[config.mk]
export PLATFORM = sky130hd
export DESIGN_NAME = mem_arbiter_flat
export DESIGN_NICKNAME = d
export VERILOG_FILES = /design/src/rtl/mem_arbiter_if.sv /design/src/rtl/mem_arbiter.sv /design/src/flat_wrapper.sv
export SDC_FILE = /design/constraint.sdc
export NUM_CORES = 1
export LEC_CHECK = 0
export CORE_AREA = 2 2 100 102
export CTS_CLUSTER_DIAMETER = 30
export CTS_CLUSTER_SIZE = 24
export DETAILED_ROUTE_END_ITERATION = 12
export DIE_AREA = 0 0 102 104
export GPL_ROUTABILITY_DRIVEN = 0
export PLACE_DENSITY = 0.76
export SYNTH_ARGS = -nofsm -noshare
export SYNTH_HDL_FRONTEND = slang
export SYNTH_SLANG_ARGS = --single-unit
[constraint.sdc]
create_clock -name clk_cpu -period 2.91 [get_ports clk_cpu]
set_clock_uncertainty 0.1 [all_clocks]
set_input_delay 0.582 -clock clk_cpu [delete_from_list [all_inputs] [get_ports clk_cpu]]
set_output_delay 0.582 -clock clk_cpu [all_outputs]
set_load 0.01 [all_outputs]
[src/rtl/mem_arbiter_if.sv]
// Bus bundle between the CPU32 fetch/data ports, the arbiter and the single-port RAM.
// The slave side is the arbiter; the master side is the CPU plus the RAM.
interface mem_arbiter_if #(
    parameter int ADRS_W = 16
);
    logic              f_req;
    logic [31:0]       f_adrs;
    logic              f_gnt;
    logic              f_rvalid;
    logic [31:0]       f_rdata;
    logic              f_err;

    logic              d_req;
    logic              d_we;
    logic [1:0]        d_width;
    logic              d_sign;
    logic [31:0]       d_adrs;
    logic [31:0]       d_wdata;
    logic              d_gnt;
    logic              d_rvalid;
    logic [31:0]       d_rdata;
    logic              d_err;

    logic              ram_en;
    logic              ram_we;
    logic [3:0]        ram_be;
    logic [ADRS_W-1:0] ram_adrs;
    logic [31:0]       ram_wdata;
    logic [31:0]       ram_rdata;

    modport slave (
        input  f_req, f_adrs,
        input  d_req, d_we, d_width, d_sign, d_adrs, d_wdata,
        input  ram_rdata,
        output f_gnt, f_rvalid, f_rdata, f_err,
        output d_gnt, d_rvalid, d_rdata, d_err,
        output ram_en, ram_we, ram_be, ram_adrs, ram_wdata
    );

    modport master (
        output f_req, f_adrs,
        output d_req, d_we, d_width, d_sign, d_adrs, d_wdata,
        output ram_rdata,
        input  f_gnt, f_rvalid, f_rdata, f_err,
        input  d_gnt, d_rvalid, d_rdata, d_err,
        input  ram_en, ram_we, ram_be, ram_adrs, ram_wdata
    );
endinterface

[src/rtl/mem_arbiter.sv]
// Single-port RAM arbiter for CPU32: data port wins by default, fetch is promoted
// after MAX_WAIT lost cycles. Handles store lane placement and load extraction.
module mem_arbiter #(
    parameter int ADRS_W   = 16,
    parameter int MAX_WAIT = 4
) (
    input  logic         clk_cpu,
    input  logic         reset_n,
    mem_arbiter_if.slave bus
);
    localparam logic [3:0] WAIT_MAX = 4'(MAX_WAIT);
    localparam logic [1:0] W_WORD   = 2'b00;
    localparam logic [1:0] W_HALF   = 2'b01;
    localparam logic [1:0] W_BYTE   = 2'b10;

    logic [3:0] wait_q,     wait_d;
    logic       f_rvalid_q, f_rvalid_d;
    logic       f_err_q,    f_err_d;
    logic       d_rvalid_q, d_rvalid_d;
    logic       d_err_q,    d_err_d;
    logic       d_store_q,  d_store_d;
    logic [1:0] ld_width_q, ld_width_d;
    logic       ld_sign_q,  ld_sign_d;
    logic [1:0] ld_off_q,   ld_off_d;

    logic        f_mis;
    logic        d_mis;
    logic        f_win;
    logic        d_win;
    logic [1:0]  d_off;
    logic [3:0]  d_lanes;
    logic [31:0] ld_shift;
    logic [31:0] ld_data;

    logic unused_adrs_bits;
    assign unused_adrs_bits = ^{bus.f_adrs[31:ADRS_W+2], bus.d_adrs[31:ADRS_W+2]};

    always_comb begin
        d_off = bus.d_adrs[1:0];
        f_mis = |bus.f_adrs[1:0];
        d_mis   = 1'b1;
        d_lanes = 4'b0000;
        case (bus.d_width)
            W_WORD: begin
                d_mis   = |d_off;
                d_lanes = 4'b1111;
            end
            W_HALF: begin
                d_mis   = d_off[0];
                d_lanes = 4'b0011 << d_off;
            end
            W_BYTE: begin
                d_mis   = 1'b0;
                d_lanes = 4'b0001 << d_off;
            end
            default: begin
                d_mis   = 1'b1;
                d_lanes = 4'b0000;
            end
        endcase
    end

    // Grants are combinational but forced low while reset is asserted.
    always_comb begin
        f_win     = bus.f_req && (!bus.d_req || (wait_q == WAIT_MAX));
        d_win     = bus.d_req && !f_win;
        bus.f_gnt = reset_n && f_win;
        bus.d_gnt = reset_n && d_win;
    end

    // A misaligned grant still consumes the slot but never touches the RAM.
    always_comb begin
        bus.ram_en    = 1'b0;
        bus.ram_we    = 1'b0;
        bus.ram_be    = 4'b0000;
        bus.ram_adrs  = '0;
        bus.ram_wdata = '0;
        if (bus.d_gnt) begin
            bus.ram_adrs = bus.d_adrs[ADRS_W+1:2];
            if (!d_mis) begin
                bus.ram_en = 1'b1;
                bus.ram_we = bus.d_we;
                bus.ram_be = d_lanes;
                if (bus.d_we) begin
                    bus.ram_wdata = bus.d_wdata << {d_off, 3'b000};
                end
            end
        end else if (bus.f_gnt) begin
            bus.ram_adrs = bus.f_adrs[ADRS_W+1:2];
            if (!f_mis) begin
                bus.ram_en = 1'b1;
                bus.ram_be = 4'b1111;
            end
        end
    end

    always_comb begin
        wait_d = wait_q;
        if (!bus.f_req || bus.f_gnt) begin
            wait_d = 4'd0;
        end else if (wait_q < WAIT_MAX) begin
            wait_d = wait_q + 4'd1;
        end

        f_rvalid_d = bus.f_gnt;
        f_err_d    = bus.f_gnt && f_mis;
        d_rvalid_d = bus.d_gnt;
        d_err_d    = bus.d_gnt && d_mis;
        d_store_d  = bus.d_gnt && bus.d_we;

        ld_width_d = ld_width_q;
        ld_sign_d  = ld_sign_q;
        ld_off_d   = ld_off_q;
        if (bus.d_gnt) begin
            ld_width_d = bus.d_width;
            ld_sign_d  = bus.d_sign;
            ld_off_d   = d_off;
        end
    end

    always_ff @(posedge clk_cpu or negedge reset_n) begin
        if (!reset_n) begin
            wait_q     <= 4'd0;
            f_rvalid_q <= 1'b0;
            f_err_q    <= 1'b0;
            d_rvalid_q <= 1'b0;
            d_err_q    <= 1'b0;
            d_store_q  <= 1'b0;
            ld_width_q <= W_WORD;
            ld_sign_q  <= 1'b0;
            ld_off_q   <= 2'b00;
        end else begin
            wait_q     <= wait_d;
            f_rvalid_q <= f_rvalid_d;
            f_err_q    <= f_err_d;
            d_rvalid_q <= d_rvalid_d;
            d_err_q    <= d_err_d;
            d_store_q  <= d_store_d;
            ld_width_q <= ld_width_d;
            ld_sign_q  <= ld_sign_d;
            ld_off_q   <= ld_off_d;
        end
    end

    // RAM data arrives the cycle after the grant, so extraction uses the captured attributes.
    always_comb begin
        ld_shift = bus.ram_rdata >> {ld_off_q, 3'b000};
        case (ld_width_q)
            W_HALF:  ld_data = {{16{ld_sign_q & ld_shift[15]}}, ld_shift[15:0]};
            W_BYTE:  ld_data = {{24{ld_sign_q & ld_shift[7]}}, ld_shift[7:0]};
            default: ld_data = ld_shift;
        endcase

        bus.f_rvalid = f_rvalid_q;
        bus.f_err    = f_err_q;
        bus.f_rdata  = (f_rvalid_q && !f_err_q) ? bus.ram_rdata : 32'd0;

        bus.d_rvalid = d_rvalid_q;
        bus.d_err    = d_err_q;
        bus.d_rdata  = (d_rvalid_q && !d_err_q && !d_store_q) ? ld_data : 32'd0;
    end
endmodule

[src/flat_wrapper.sv]
// flat-port wrapper written by rule: the top's interface ports become plain ports
module mem_arbiter_flat 
#(
    parameter int ADRS_W   = 16,
    parameter int MAX_WAIT = 4
)
  (clk_cpu, reset_n, bus_f_req, bus_f_adrs, bus_d_req, bus_d_we, bus_d_width, bus_d_sign, bus_d_adrs, bus_d_wdata, bus_ram_rdata, bus_f_gnt, bus_f_rvalid, bus_f_rdata, bus_f_err, bus_d_gnt, bus_d_rvalid, bus_d_rdata, bus_d_err, bus_ram_en, bus_ram_we, bus_ram_be, bus_ram_adrs, bus_ram_wdata);
  mem_arbiter_if #(.ADRS_W(ADRS_W)) bus_i ();
  input  logic clk_cpu;
  input  logic reset_n;
  input wire logic [$bits(bus_i.f_req)-1:0] bus_f_req;
  input wire logic [$bits(bus_i.f_adrs)-1:0] bus_f_adrs;
  input wire logic [$bits(bus_i.d_req)-1:0] bus_d_req;
  input wire logic [$bits(bus_i.d_we)-1:0] bus_d_we;
  input wire logic [$bits(bus_i.d_width)-1:0] bus_d_width;
  input wire logic [$bits(bus_i.d_sign)-1:0] bus_d_sign;
  input wire logic [$bits(bus_i.d_adrs)-1:0] bus_d_adrs;
  input wire logic [$bits(bus_i.d_wdata)-1:0] bus_d_wdata;
  input wire logic [$bits(bus_i.ram_rdata)-1:0] bus_ram_rdata;
  output wire logic [$bits(bus_i.f_gnt)-1:0] bus_f_gnt;
  output wire logic [$bits(bus_i.f_rvalid)-1:0] bus_f_rvalid;
  output wire logic [$bits(bus_i.f_rdata)-1:0] bus_f_rdata;
  output wire logic [$bits(bus_i.f_err)-1:0] bus_f_err;
  output wire logic [$bits(bus_i.d_gnt)-1:0] bus_d_gnt;
  output wire logic [$bits(bus_i.d_rvalid)-1:0] bus_d_rvalid;
  output wire logic [$bits(bus_i.d_rdata)-1:0] bus_d_rdata;
  output wire logic [$bits(bus_i.d_err)-1:0] bus_d_err;
  output wire logic [$bits(bus_i.ram_en)-1:0] bus_ram_en;
  output wire logic [$bits(bus_i.ram_we)-1:0] bus_ram_we;
  output wire logic [$bits(bus_i.ram_be)-1:0] bus_ram_be;
  output wire logic [$bits(bus_i.ram_adrs)-1:0] bus_ram_adrs;
  output wire logic [$bits(bus_i.ram_wdata)-1:0] bus_ram_wdata;
  assign bus_i.f_req = bus_f_req;
  assign bus_i.f_adrs = bus_f_adrs;
  assign bus_i.d_req = bus_d_req;
  assign bus_i.d_we = bus_d_we;
  assign bus_i.d_width = bus_d_width;
  assign bus_i.d_sign = bus_d_sign;
  assign bus_i.d_adrs = bus_d_adrs;
  assign bus_i.d_wdata = bus_d_wdata;
  assign bus_i.ram_rdata = bus_ram_rdata;
  assign bus_f_gnt = bus_i.f_gnt;
  assign bus_f_rvalid = bus_i.f_rvalid;
  assign bus_f_rdata = bus_i.f_rdata;
  assign bus_f_err = bus_i.f_err;
  assign bus_d_gnt = bus_i.d_gnt;
  assign bus_d_rvalid = bus_i.d_rvalid;
  assign bus_d_rdata = bus_i.d_rdata;
  assign bus_d_err = bus_i.d_err;
  assign bus_ram_en = bus_i.ram_en;
  assign bus_ram_we = bus_i.ram_we;
  assign bus_ram_be = bus_i.ram_be;
  assign bus_ram_adrs = bus_i.ram_adrs;
  assign bus_ram_wdata = bus_i.ram_wdata;
  mem_arbiter #(.ADRS_W(ADRS_W), .MAX_WAIT(MAX_WAIT)) u_core (.clk_cpu(clk_cpu), .reset_n(reset_n), .bus(bus_i));
endmodule
==> run summary, run 1 <==
The worst max-slew margin expressed relative to the limit is 73.4%. The signal on the critical path passes through clkdlybuf4s50_1 -> a211oi_1 -> a211oi_1 -> clkdlybuf4s50_1. The number of iterations in the first detailed-routing pass is 4. The clock tree root buffer cell is sky130_fd_sc_hd__clkbuf_8.

Global routing used around 22% of the available tracks across all layers. The peak clock frequency supported by timing is between 0.3 and 0.4 GHz. The total global routing overflow came out at 0. For this run, the leading register cell type out of synthesis is sky130_fd_sc_hd__dfrtp_1. The cell count after synthesis came out at approximately 350.

The number of port buffers came out at about 230. For this configuration, the core starts out at a cell density of a little over a quarter. CTS built an H-tree with a depth of 1. For the worst setup path, the data arrival time is about 2.2 ns. The final design utilization came out at ~58%. The required time reported for the critical path endpoint came out at about 2.2 ns. The number of nets handed over by synthesis was 491.

The final-report max-slew violation count came out at 0. For this run, design rule violations remaining after detail routing come to 0. The routed wire length is between 10000 and 15000 um. The remaining antenna violation count is 0. The relative contribution of sequential cells to total power came out at between 10% and 20%. The run finished with clean final reports.

On the critical path the largest part of the delay comes from buffers and inverters. The number of top-level pins came out at 260. After the last flow step, the layout net total stands at around 750. In this run the worst path has a maximum fanout of 4. The number of max-cap violations came out at 0. The global-route wire length before repair came out at 19000 um. The worst setup path is launched from a primary input.

The relative contribution of combinational cells to total power came out at approximately 70%. Together, buffers and inverters on the worst path number 2. The height of the die came out at ~100 um. Setup repair after global routing left no endpoint under its margin.

The number of antenna diodes came out at 0. In the final layout, the registers with the most flip-flops are u_core.wait_q (4), u_core.ld_off_q (2), u_core.ld_width_q (2). The number of warnings issued by yosys came out at 0. The clock passes through at most 2 buffers. After legalization and detailed placement, the total HPWL measured approximately 9700 um. The critical path class is primary input to primary output.

In this run the cell area measured after placement is ~5300 um^2. The minimum setup slack in the final design came out at approximately 0.067 ns. The number of cells on the worst reg-to-reg path is 7. The total setup violations reported at the end of the flow is 0. The leakage dissipation came out at ~2.5 nW. The internal cell power came out at ~0.00086 W. The share of post-route cells with drive strength above 1 came out at roughly 25%. The number of hold violations in the final report came out at 0. The violation count after the first detailed-routing iteration is 70.

Leaving out fill and tap cells, the most frequent cell in the layout is sky130_fd_sc_hd__clkdlybuf4s50_1. Once layout is done, the placed cells without fillers occupy roughly 5500 um^2. The startpoint identified for the worst register-to-register timing path is u_core.wait_q[0]$_DFFE_PN0P_.

The number of synthesized register bits came out at 14. The largest net degree at the start of global routing is 33. The capturing element type of the critical path is a primary output. The die covers roughly 11000 um^2.

The clock tree from TritonCTS is built. The reg-to-reg setup timing slack is a little over 1 ns. The peak supply drop came out at between 100 and 150 uV.

The clock power share is a little over an eighth. The biggest cell delay along the critical path came out at roughly 0.61 ns. The share of the Yosys chip area taken by registers is roughly an eighth. The tightest min-delay check is of the primary input to async pin type. The clock latency reported for the late side of the worst-skew pair came out at between 0.2 and 0.25 ns. The largest register by flop count is u_core.wait_q. The number of buffers created by CTS came out at 3.

Of all flip-flops after synthesis, the portion carrying an async set or reset was between 90% and 100%. The synthesized design contains 0 enable-type register cells. On the final layout, the worst hold slack is around 0.45 ns. Summing over every cut layer, the via total after detailed routing is roughly 3700. The area added between synthesis and finish came out at 110%.

In this run the standard cell core region covers between 9000 and 10000 um^2. The transition at the pin with the smallest max-transition slack is approximately 0.40 ns. The post-CTS clock slew at the launch and capture registers of the worst setup and hold paths is approximately 0.060 ns. Net switching is 39.1% of the power. The mean number of vias per cell came out at around 5. The via count of the first global-routing pass is roughly 3900.

The cell area power density came out at 257 nW/um^2. The width of the die is 102 um. The initial antenna violation count is 0. In the layout the commonest cells are 140 x sky130_fd_sc_hd__clkdlybuf4s50_1, 44 x sky130_fd_sc_hd__buf_4, 43 x sky130_fd_sc_hd__dlygate4sd2_1, 33 x sky130_fd_sc_hd__and2_1, 30 x sky130_fd_sc_hd__mux2i_1. The clock sink total came out at 14. The post-placement setup slack is -0.702 ns.

The combined area of all synthesized cells came out at around 2600 um^2. The net switching power came out at 0.000553 W. The register with the most flip-flops in the layout has 4 of them. The floorplan has 36 rows. The period utilization is 97.7%.

The wire length per cell came out at 16.5 um. The average cell area after synthesis came out at approximately 7.6 um^2. The critical-path cell with the highest stage delay is sky130_fd_sc_hd__clkdlybuf4s50_1. The final period demand of the worst path is approximately 2.8 ns.

The number of unique standard cell types used by synthesis is 38. In this run the critical register-to-register path is captured at u_core.ld_off_q[1]$_DFFE_PN0P_.
[synthesized netlist by cell type (14+ instances only)]
cell type                  count  area share (%)
sky130_fd_sc_hd__a211oi_1     30             8.6
sky130_fd_sc_hd__a21oi_1      26             5.0
sky130_fd_sc_hd__a22o_1       16             5.3
sky130_fd_sc_hd__and2_1       33             7.9
sky130_fd_sc_hd__clkbuf_1     19             2.7
sky130_fd_sc_hd__dfrtp_1      14              13
sky130_fd_sc_hd__mux2i_1      32              12
sky130_fd_sc_hd__nand2_1      23             3.3
sky130_fd_sc_hd__nor2_1       25             3.6
sky130_fd_sc_hd__nor2b_1      21             5.0
sky130_fd_sc_hd__nor3_1       14             2.7
[layout make-up]
class	instances	area, um^2
fill	876	4050
timing repair buffer	288	2690
multi-input combinational	289	2200
sequential	14	352
tap	133	166
clock buffer	4	55.1
inverter	9	41.3
[layer usage]
layer	GRT usage, %	vias to the layer above	routed length [um]
met5	0	-	0
met4	8.67	0	443
met3	3.56	32	1070
met2	43.0	194	6340
met1	22.7	1670	4270
li1	-	1780	-
[timing repair]
item / CTS / global route
endpoints found under the setup margin: 81 / 52
hold buffers: 0 / 0
setup buffers: 9 / 1
pin swaps: 6 / 1
gates cloned: 2 / 0
resized for setup: 209 / 35
[worst max path at each step]
stage / from / end / cells past startpoint
after global routing: bus_d_width[0] / bus_ram_wdata[30] / 9
after detailed placement: bus_ram_rdata[31] / bus_d_rdata[16] / 6
after floorplan: bus_d_width[0] / bus_ram_wdata[27] / 7
final: bus_ram_rdata[19] / bus_d_rdata[3] / 4
after global placement: bus_d_width[0] / bus_ram_wdata[30] / 9
after CTS: bus_ram_rdata[23] / bus_d_rdata[16] / 9
[power by group through the flow]
| stage | Combinational (W) | Sequential, W | Clock (W) |
|---|---|---|---|
| 2_1_floorplan | 0.000483 | 0.000228 | 0 |
| 3_3_place_gp | 0.000906 | 0.000236 | 0 |
| 3_5_place_dp | 0.000916 | 0.000237 | 0 |
| 4_1_cts | 0.000985 | 0.000235 | 0.000191 |
| 5_1_grt | 0.00107 | 0.000238 | 0.000198 |
| 6_report | 0.000993 | 0.000235 | 0.000185 |
[cell families after synthesis]
kind of cell / after synthesis / synth area share [%]
DFF: 14 / 13.4
xor gates and xnor gates: 1 / 0.334
muxes: 36 / 14.4
and+or+nand+nor: 139 / 28.7
AOI/OAI and AO/OA: 105 / 31.6
adders and majority gates: 8 / 3.82
buffers and inverters: 44 / 7.78
[through the flow]
stage	std cells	total power, W	setup TNS (ns)
floorplan	347	0.000712	0
global placement	721	0.00114	-34.18
detailed placement	721	0.00115	-35.22
CTS	736	0.00141	-0.0401
global route	737	0.00151	0
finish	737	0.00141	0
[worst min-delay path: stages]
cell,delay [ns]
sky130_fd_sc_hd__dlygate4sd2_1,0.24
sky130_fd_sc_hd__buf_4,0.12
sky130_fd_sc_hd__buf_4,0.21
(Power assumes the default switching activity.)
==> run 2: changes to the inputs <==
Settings changed: CAP_MARGIN from default to 20, HOLD_SLACK_MARGIN from default to 0.02.
==> results of run 2 <==
No change in the layout: final DEF, timing and power equal those of run 1.
